**src/rtl/wb_arbiter_pkg.sv**
```systemverilog
// Shared RISC-V package: writeback widths and grant encoding.
package wb_arbiter_pkg;
  localparam int XLEN_DEF = 32;
  localparam int AW_DEF   = 5;

  typedef enum logic {
    GRANT_ALU = 1'b0,
    GRANT_LSU = 1'b1
  } grant_e;
endpackage

```
**src/rtl/wb_arbiter_if.sv**
```systemverilog
// Writeback bus: two requesters in, register-file write and bypass out.
interface wb_arbiter_if
  import wb_arbiter_pkg::*;
#(
  parameter int XLEN = XLEN_DEF,
  parameter int AW   = AW_DEF
);
  logic            alu_valid;
  logic            alu_ready;
  logic [AW-1:0]   alu_rd;
  logic [XLEN-1:0] alu_data;
  logic            lsu_valid;
  logic            lsu_ready;
  logic [AW-1:0]   lsu_rd;
  logic [XLEN-1:0] lsu_data;
  logic            RegWEn;
  logic [AW-1:0]   RegRd;
  logic [XLEN-1:0] DataD;
  logic [AW-1:0]   rs1_addr;
  logic [AW-1:0]   rs2_addr;
  logic            fwd_a;
  logic            fwd_b;
  logic            last_grant;

  modport slave (
    input  alu_valid, alu_rd, alu_data,
    input  lsu_valid, lsu_rd, lsu_data,
    input  rs1_addr, rs2_addr,
    output alu_ready, lsu_ready,
    output RegWEn, RegRd, DataD,
    output fwd_a, fwd_b, last_grant
  );

  modport master (
    output alu_valid, alu_rd, alu_data,
    output lsu_valid, lsu_rd, lsu_data,
    output rs1_addr, rs2_addr,
    input  alu_ready, lsu_ready,
    input  RegWEn, RegRd, DataD,
    input  fwd_a, fwd_b, last_grant
  );
endinterface

```
**src/rtl/wb_arbiter_rr_arb2.sv**
```systemverilog
// Two-way round-robin arbiter; bit 0 = ALU, bit 1 = LSU.
module rr_arb2
  import wb_arbiter_pkg::*;
(
  input  logic [1:0] valid,
  input  logic       last_grant,
  output logic [1:0] gnt
);
  always_comb begin
    gnt = 2'b00;
    unique case (1'b1)
      (valid == 2'b11):
        gnt = (last_grant == GRANT_LSU) ? 2'b01 : 2'b10;
      (valid == 2'b01): gnt = 2'b01;
      (valid == 2'b10): gnt = 2'b10;
      default:          gnt = 2'b00;
    endcase
  end
endmodule

```
**src/rtl/wb_arbiter.sv**
```systemverilog
// Writeback arbiter: ALU/LSU round-robin into one registered RF write port.
module wb_arbiter
  import wb_arbiter_pkg::*;
#(
  parameter int XLEN = XLEN_DEF,
  parameter int AW   = AW_DEF
) (
  input  logic         clk,
  input  logic         rst_n,
  wb_arbiter_if.slave  bus
);
  logic [1:0]      gnt;
  logic [1:0]      gnt_g;
  logic            acc;
  logic [AW-1:0]   sel_rd;
  logic [XLEN-1:0] sel_data;

  logic            last_grant_q, last_grant_d;
  logic            wen_q, wen_d;
  logic [AW-1:0]   rd_q, rd_d;
  logic [XLEN-1:0] data_q, data_d;

  rr_arb2 u_rr_arb2 (
    .valid      ({bus.lsu_valid, bus.alu_valid}),
    .last_grant (last_grant_q),
    .gnt        (gnt)
  );

  // Readies stay low while reset is held.
  assign gnt_g = gnt & {2{rst_n}};
  assign acc   = |gnt_g;

  always_comb begin
    sel_rd   = bus.alu_rd;
    sel_data = bus.alu_data;
    if (gnt_g[1]) begin
      sel_rd   = bus.lsu_rd;
      sel_data = bus.lsu_data;
    end
  end

  always_comb begin
    last_grant_d = last_grant_q;
    wen_d        = 1'b0;
    rd_d         = rd_q;
    data_d       = data_q;
    if (acc) begin
      last_grant_d = gnt_g[1];
      wen_d        = (sel_rd != '0);
      rd_d         = sel_rd;
      data_d       = sel_data;
    end
  end

  always_ff @(posedge clk or negedge rst_n) begin
    if (!rst_n) begin
      last_grant_q <= GRANT_LSU;
      wen_q        <= 1'b0;
      rd_q         <= '0;
      data_q       <= '0;
    end else begin
      last_grant_q <= last_grant_d;
      wen_q        <= wen_d;
      rd_q         <= rd_d;
      data_q       <= data_d;
    end
  end

  assign bus.alu_ready  = gnt_g[0];
  assign bus.lsu_ready  = gnt_g[1];
  assign bus.RegWEn     = wen_q;
  assign bus.RegRd      = rd_q;
  assign bus.DataD      = data_q;
  assign bus.last_grant = last_grant_q;

  assign bus.fwd_a = wen_q && (rd_q == bus.rs1_addr)
                     && (bus.rs1_addr != '0);
  assign bus.fwd_b = wen_q && (rd_q == bus.rs2_addr)
                     && (bus.rs2_addr != '0);
endmodule

```
**src/flat_wrapper.sv**
```systemverilog
// flat-port wrapper written by rule: the top's interface ports become plain ports
module wb_arbiter_flat import wb_arbiter_pkg::*;
#(
  parameter int XLEN = XLEN_DEF,
  parameter int AW   = AW_DEF
)
  (clk, rst_n, bus_alu_valid, bus_alu_rd, bus_alu_data, bus_lsu_valid, bus_lsu_rd, bus_lsu_data, bus_rs1_addr, bus_rs2_addr, bus_alu_ready, bus_lsu_ready, bus_RegWEn, bus_RegRd, bus_DataD, bus_fwd_a, bus_fwd_b, bus_last_grant);
  wb_arbiter_if #(.XLEN(XLEN), .AW(AW)) bus_i ();
  input  logic clk;
  input  logic rst_n;
  input wire logic [$bits(bus_i.alu_valid)-1:0] bus_alu_valid;
  input wire logic [$bits(bus_i.alu_rd)-1:0] bus_alu_rd;
  input wire logic [$bits(bus_i.alu_data)-1:0] bus_alu_data;
  input wire logic [$bits(bus_i.lsu_valid)-1:0] bus_lsu_valid;
  input wire logic [$bits(bus_i.lsu_rd)-1:0] bus_lsu_rd;
  input wire logic [$bits(bus_i.lsu_data)-1:0] bus_lsu_data;
  input wire logic [$bits(bus_i.rs1_addr)-1:0] bus_rs1_addr;
  input wire logic [$bits(bus_i.rs2_addr)-1:0] bus_rs2_addr;
  output wire logic [$bits(bus_i.alu_ready)-1:0] bus_alu_ready;
  output wire logic [$bits(bus_i.lsu_ready)-1:0] bus_lsu_ready;
  output wire logic [$bits(bus_i.RegWEn)-1:0] bus_RegWEn;
  output wire logic [$bits(bus_i.RegRd)-1:0] bus_RegRd;
  output wire logic [$bits(bus_i.DataD)-1:0] bus_DataD;
  output wire logic [$bits(bus_i.fwd_a)-1:0] bus_fwd_a;
  output wire logic [$bits(bus_i.fwd_b)-1:0] bus_fwd_b;
  output wire logic [$bits(bus_i.last_grant)-1:0] bus_last_grant;
  assign bus_i.alu_valid = bus_alu_valid;
  assign bus_i.alu_rd = bus_alu_rd;
  assign bus_i.alu_data = bus_alu_data;
  assign bus_i.lsu_valid = bus_lsu_valid;
  assign bus_i.lsu_rd = bus_lsu_rd;
  assign bus_i.lsu_data = bus_lsu_data;
  assign bus_i.rs1_addr = bus_rs1_addr;
  assign bus_i.rs2_addr = bus_rs2_addr;
  assign bus_alu_ready = bus_i.alu_ready;
  assign bus_lsu_ready = bus_i.lsu_ready;
  assign bus_RegWEn = bus_i.RegWEn;
  assign bus_RegRd = bus_i.RegRd;
  assign bus_DataD = bus_i.DataD;
  assign bus_fwd_a = bus_i.fwd_a;
  assign bus_fwd_b = bus_i.fwd_b;
  assign bus_last_grant = bus_i.last_grant;
  wb_arbiter #(.XLEN(XLEN), .AW(AW)) u_core (.clk(clk), .rst_n(rst_n), .bus(bus_i));
endmodule
```
**config.mk**
```make
export PLATFORM = sky130hd
export DESIGN_NAME = wb_arbiter_flat
export DESIGN_NICKNAME = d
export VERILOG_FILES = /design/src/rtl/wb_arbiter_pkg.sv /design/src/rtl/wb_arbiter_if.sv /design/src/rtl/wb_arbiter_rr_arb2.sv /design/src/rtl/wb_arbiter.sv /design/src/flat_wrapper.sv
export SDC_FILE = /design/constraint.sdc
export NUM_CORES = 1
export LEC_CHECK = 0
export CAP_MARGIN = 30
export CORE_MARGIN = 2
export CORE_UTILIZATION = 38
export DETAILED_ROUTE_END_ITERATION = 8
export PLACE_DENSITY = 0.84
export SLEW_MARGIN = 25
export SYNTH_ARGS = -nofsm -noshare
export SYNTH_HDL_FRONTEND = slang
export SYNTH_SLANG_ARGS = --single-unit
```
**constraint.sdc**
```tcl
create_clock -name clk -period 3 [get_ports clk]
set_input_delay 0.6 -clock clk [delete_from_list [all_inputs] [get_ports clk]]
set_output_delay 0.6 -clock clk [all_outputs]
set_load 0.03 [all_outputs]
```
==> Word-level counts from Yosys, hierarchy flattened <==
Cells that the tools add are included.
{ "word_totals": {"mem_bits_ro": 0, "regBits": 39, "mem_bits_rw": 0, "word_cells": 23, "latch_bits": 0, "inputBits": 88, "n_memories": 0, "output_inout_bits": 43} }
{ "op_classes": {"multipliers": 0, "div_mod_pow": 0, "eq_ne": 5, "n_reduce_logical": 8, "n_mux": 5, "add_sub_neg": 0, "n_bitwise": 1, "shift": 0, "n_lt_le_gt_ge": 0} }
{ "ops": {"columns": ["operator", "count"], "rows": [
  ["$mux 32", 1],
  ["$reduce_bool 5->1", 3],
  ["$eq 5x5->1", 2],
  ["$pmux 2 s3", 1],
  ["$mux 5", 1],
  ["$eq 2x2->1 const B", 2],
  ["$logic_and 1x1->1", 4],
  ["$and 2x2->2", 1],
  ["$eq 2x1->1 const B", 1],
  ["$mux 2", 1],
  ["$reduce_or 2->1", 1],
  ["$mux 1", 1]
]} }

==> Longest topological paths before layout <==
{ "depth": {"word_depth": 6, "depth_mapped": 5, "ltp_nobuf": 3} }

==> Hierarchy <==
A second synthesis with hierarchy kept.
{ "unflattened": {"cells_unflattened": 197, "hier_area_um2": 2010.7} }
{ "modules_own_cells": {"columns": ["module", "seq_area_each_um2", "area_per_inst_um2", "cells_per_inst", "instances"], "rows": [
  ["wb_arbiter", 977.2, 1991.9, 194, 1],
  ["rr_arb2", 0.0, 18.8, 3, 1]
]} }

==> Least setup slack after synthesis <==
OpenSTA, ideal clock, no wires.
{ "synth_timing": {"path_kind": "input -> output", "from": "input port bus_rs1_addr[4]", "to": "output port bus_fwd_a", "path_slack_ps": 1046, "t_arrival_ps": 1354, "path_stages": 3, "n_path_buf": 0, "required_ps": 2400, "cell_sequence": "or2_2 o21ai_0 and4_1"} }
{ "synth_via": {"elab_chain_cells": 3, "elab_cells_between_ends": 4, "classes_between": "eq/ne: 1; reduce/logical: 3"} }
{ "synth_lines": {"columns": ["item", "line", "text"], "rows": [
  ["from (decl)", "flat_wrapper.sv:17", "input wire logic [$bits(bus_i.rs1_addr)-1:0] bus_rs1_addr;"],
  ["$eq 5x5->1", "wb_arbiter.sv:76", "assign bus.fwd_a = wen_q && (rd_q == bus.rs1_addr)"],
  ["$logic_and 1x1->1", "wb_arbiter.sv:76", null],
  ["$logic_and 1x1->1 *", "wb_arbiter.sv:77", "&& (bus.rs1_addr != '0);"],
  ["to (decl)", "flat_wrapper.sv:24", "output wire logic [$bits(bus_i.fwd_a)-1:0] bus_fwd_a;"]
]} }
Every way passes the cells marked *; elsewhere a longest branch is shown, timed or not.

==> Worst setup path in the final report <==
{ "layout_timing": {"from": "input port bus_rs2_addr[4]", "to": "output port bus_fwd_b"} }
{ "layout_via": {"elab_chain_cells": 3, "elab_cells_between_ends": 4, "classes_between": "eq/ne: 1; reduce/logical: 3"} }
{ "layout_lines": {"columns": ["item", "line", "text"], "rows": [
  ["from (decl)", "flat_wrapper.sv:18", "input wire logic [$bits(bus_i.rs2_addr)-1:0] bus_rs2_addr;"],
  ["$eq 5x5->1", "wb_arbiter.sv:78", "assign bus.fwd_b = wen_q && (rd_q == bus.rs2_addr)"],
  ["$logic_and 1x1->1", "wb_arbiter.sv:78", null],
  ["$logic_and 1x1->1 *", "wb_arbiter.sv:79", "&& (bus.rs2_addr != '0);"],
  ["to (decl)", "flat_wrapper.sv:25", "output wire logic [$bits(bus_i.fwd_b)-1:0] bus_fwd_b;"]
]} }
Marks and branches as above.

==> metrics.txt <==
status completed; Psw 584.1 uW; worst r2r path cells 4; reg2reg setup slack between 1 and 1.5 ns; Final Max Slew Viols 0; port bufs 130; Die Height 75.33 um; via count 2,024; initial antenna violation count 0; cell internal pwr 1.210 mW; area grow syn2layout 74.50%; Max FO, Critical Path 2; antenna fix cells 0; skew final ~0.0058 ns; register area share after synthesis 50.55%; syn_area_per_cell 10.98 sq um; root buf cell clkbuf_8; level count of the clock H-tree 2; max-cap viol count 0; first-pass GRT wire length 9.473 mm; Max Root-Sink Buffers 2; final WL 6.399 mm; largest net degree at the start of global routing 38; gpl congestion approximately 0.72; Synth Instances 176; DRT iter0 DRCs around 140; pre-CTS WS between 0.05 and 0.06 ns; FF-to-FF End u_core.bus.DataD[19]; Max Freq 0.3480 GHz; Slew @ Worst Pin 0.7540 ns; Synth Area in XOR/XNOR approximately 3.6%; Core Box Area 4817 sq um; Pleak roughly 1.5 nW; YS warnings 0; layout cells sized above 1 7.237%; crit-path cells clkdlybuf4s50_1 > or2_2 > o21ai_0 > and4_1 > clkdlybuf4s50_1; Critical R2R Launch u_core.bus.last_grant; TritonCTS Buffers 5; Worst VDD drop 0.0002729 V; vias in the first global route 1,979; # Post-CTS Setup Buffers 0; CTS tree done; Std-Cell Rows 25; relative slew slack 49.73%; Hold Vio Cnt, Final 0; total negative slack 0 ns; crit start category input pin; Routed Antenna Nets 0; nets ~400; total clock sinks 39; post-synthesis mux area share 0%; Clk network pwr share 25.7%; clock slew at reported path FFs ~0.08 ns; adder-cell area share of the yosys netlist 0%; final worst slack 0.1264 ns; syn_nets 264; Vias per Instance 5.456; critical path's most frequent cell clkdlybuf4s50_1; #FFs+latches synth 39; CP endpoint kind primary output; die area about 5700 sq um; Distinct cells, synth 26; Avg WL per Cell 17.25 um; DRC viols 0; Worst path slowest cell clkdlybuf4s50_1; fraction of the mapped netlist area in compound gates between 20% and 30%; GRT Util Overall 22.16%; grt ovf 0; filler cell count 385; Worst path max stage delay 0.66 ns; Crit Path Category in -> out; part of the cycle the worst path needs between 90% and 100%; Die Wd 75.33 um; Worst EP required 2.40 ns; Power Total ~1.8 mW; Synth Area in Simple Gates 18.64%; starting density of the core 40.13%; RSZ-0062 raised after global routing no; path type of the worst min-delay path in -> async; post-layout minimum cycle time 2.874 ns; DRT Pass-1 Iters 4; Pwr Density approximately 530 nW/um^2; switching share of power 32.55%; largest family of logic cells by synthesized area compound AO/OA/AOI/OAI gates; Critical Path AT 2.27 ns; final number of setup-violating endpoints 0; Flop pwr share 37.3%; Mapped Area 1933 sq um; io pins approximately 130; worst skew pair latency 0.29 ns; combinational fraction of design power 37.0%; Min Hold Slack 0.2341 ns; DP HPWL 4.655 mm
==> metal layers <==
metal	vias to the layer above	GRT usage, %	wire length, um
li1	943	-	-
met1	963	26.72	2556
met3	10	7.407	640
met5	-	0	0
met2	108	38.45	3111
met4	0	5.263	91
==> kinds of logic after synthesis <==
kind of cell           count (synthesis)
AND/OR/NAND/NOR                       63
AO/OA/AOI/OAI                         49
flip-flops                            39
buffers and inverters                 17
XOR/XNOR                               8
==> per-stage QoR <==
step / util, % / area [sq um] / cells
5_1_grt: 70.03 / 3373 / 371
2_1_floorplan: - / 1933 / 176
3_3_place_gp: 67.53 / 3253 / 363
6_report: 70.03 / 3373 / 371
4_1_cts: 69.97 / 3371 / 371
3_5_place_dp: 67.53 / 3253 / 363
==> flip-flops by register name (all words and copies together), names as in the netlist <==
register,cells
u_core.bus.RegWEn,1
u_core.bus.last_grant,1
u_core.bus.RegRd,5
u_core.bus.DataD,32
==> worst max path at each step <==
stage / from / endpoint / slack (ns) / cells past startpoint
finish: bus_rs2_addr[4] / bus_fwd_b / 0.13 / 5
global route: bus_rs2_addr[4] / bus_fwd_b / 0.08 / 5
CTS: bus_rs1_addr[4] / bus_fwd_a / 0.06 / 5
detailed placement: bus_rs1_addr[4] / bus_fwd_a / 0.06 / 5
global placement: bus_rs1_addr[4] / bus_fwd_a / 0.13 / 5
floorplan: bus_rs1_addr[4] / bus_fwd_a / 1.05 / 3
==> what timing repair did <==
action	4_1_cts	5_1_grt
endpoints found under the setup margin	0	1
gates resized for setup	0	1
hold buffers	0	0
endpoints found under the hold margin	0	0
==> power by group through the flow <==
stage / Combinational (mW) / Sequential (mW) / Clock [mW]
6_report: 0.663 / 0.669 / 0.462
2_1_floorplan: 0.166 / 0.838 / 0
4_1_cts: 0.668 / 0.670 / 0.465
3_5_place_dp: 0.666 / 0.677 / 0
3_3_place_gp: 0.656 / 0.677 / 0
5_1_grt: 0.702 / 0.680 / 0.481
==> worst max-delay path: cells and delay by family <==
| kind | cells | cell delay (ns) |
|---|---|---|
| and+or+nand+nor | 2 | 0.48 |
| AOI/OAI and AO/OA | 1 | 0.13 |
| buffers and inverters | 2 | 1.07 |
==> layout make-up <==
class,instances,area [sq um],share of cell area (%)
inverter,2,7.507,0.2226
multi-input combinational,120,855.8,25.37
clock buffer,6,82.58,2.448
clock inverter,2,35.03,1.039
sequential,39,977.2,28.97
timing repair buffer,135,1331,39.47
tap,67,83.83,2.485
==> cell usage in the layout, fill, tap and decap left out, types with 6 or more instances in the layout <==
cell type / netlist / routed
buf_4: 0 / 7
nand2_1: 7 / 7
and3_1: 32 / 32
nor2_1: 6 / 6
xor2_1: 6 / 6
a221o_1: 32 / 32
dfrtp_1: 38 / 38
clkdlybuf4s50_1: 0 / 126
clkbuf_8: 0 / 6
o21ai_0: 8 / 8
==> synthesized netlist by cell type, drive strengths merged <==
cell | count | area share, %
a311oi | 1 | 0.45
or4 | 1 | 0.39
inv | 2 | 0.39
and3 | 32 | 10
xnor2 | 2 | 0.91
xor2 | 6 | 2.7
and2 | 2 | 0.78
o21a | 1 | 0.39
buf | 12 | 4.4
nor2 | 6 | 1.2
nand3 | 5 | 1.3
and4 | 2 | 0.91
or2 | 2 | 0.65
o21ai | 9 | 2.3
a21oi | 1 | 0.45
dfstp | 1 | 1.4
nand2 | 7 | 1.4
clkbuf | 3 | 0.58
nor3 | 3 | 0.78
a221o | 32 | 17
nor4 | 3 | 0.97
a31oi | 5 | 1.6
dfrtp | 38 | 49
No activity file was read; power rests on OpenSTA's default activity.
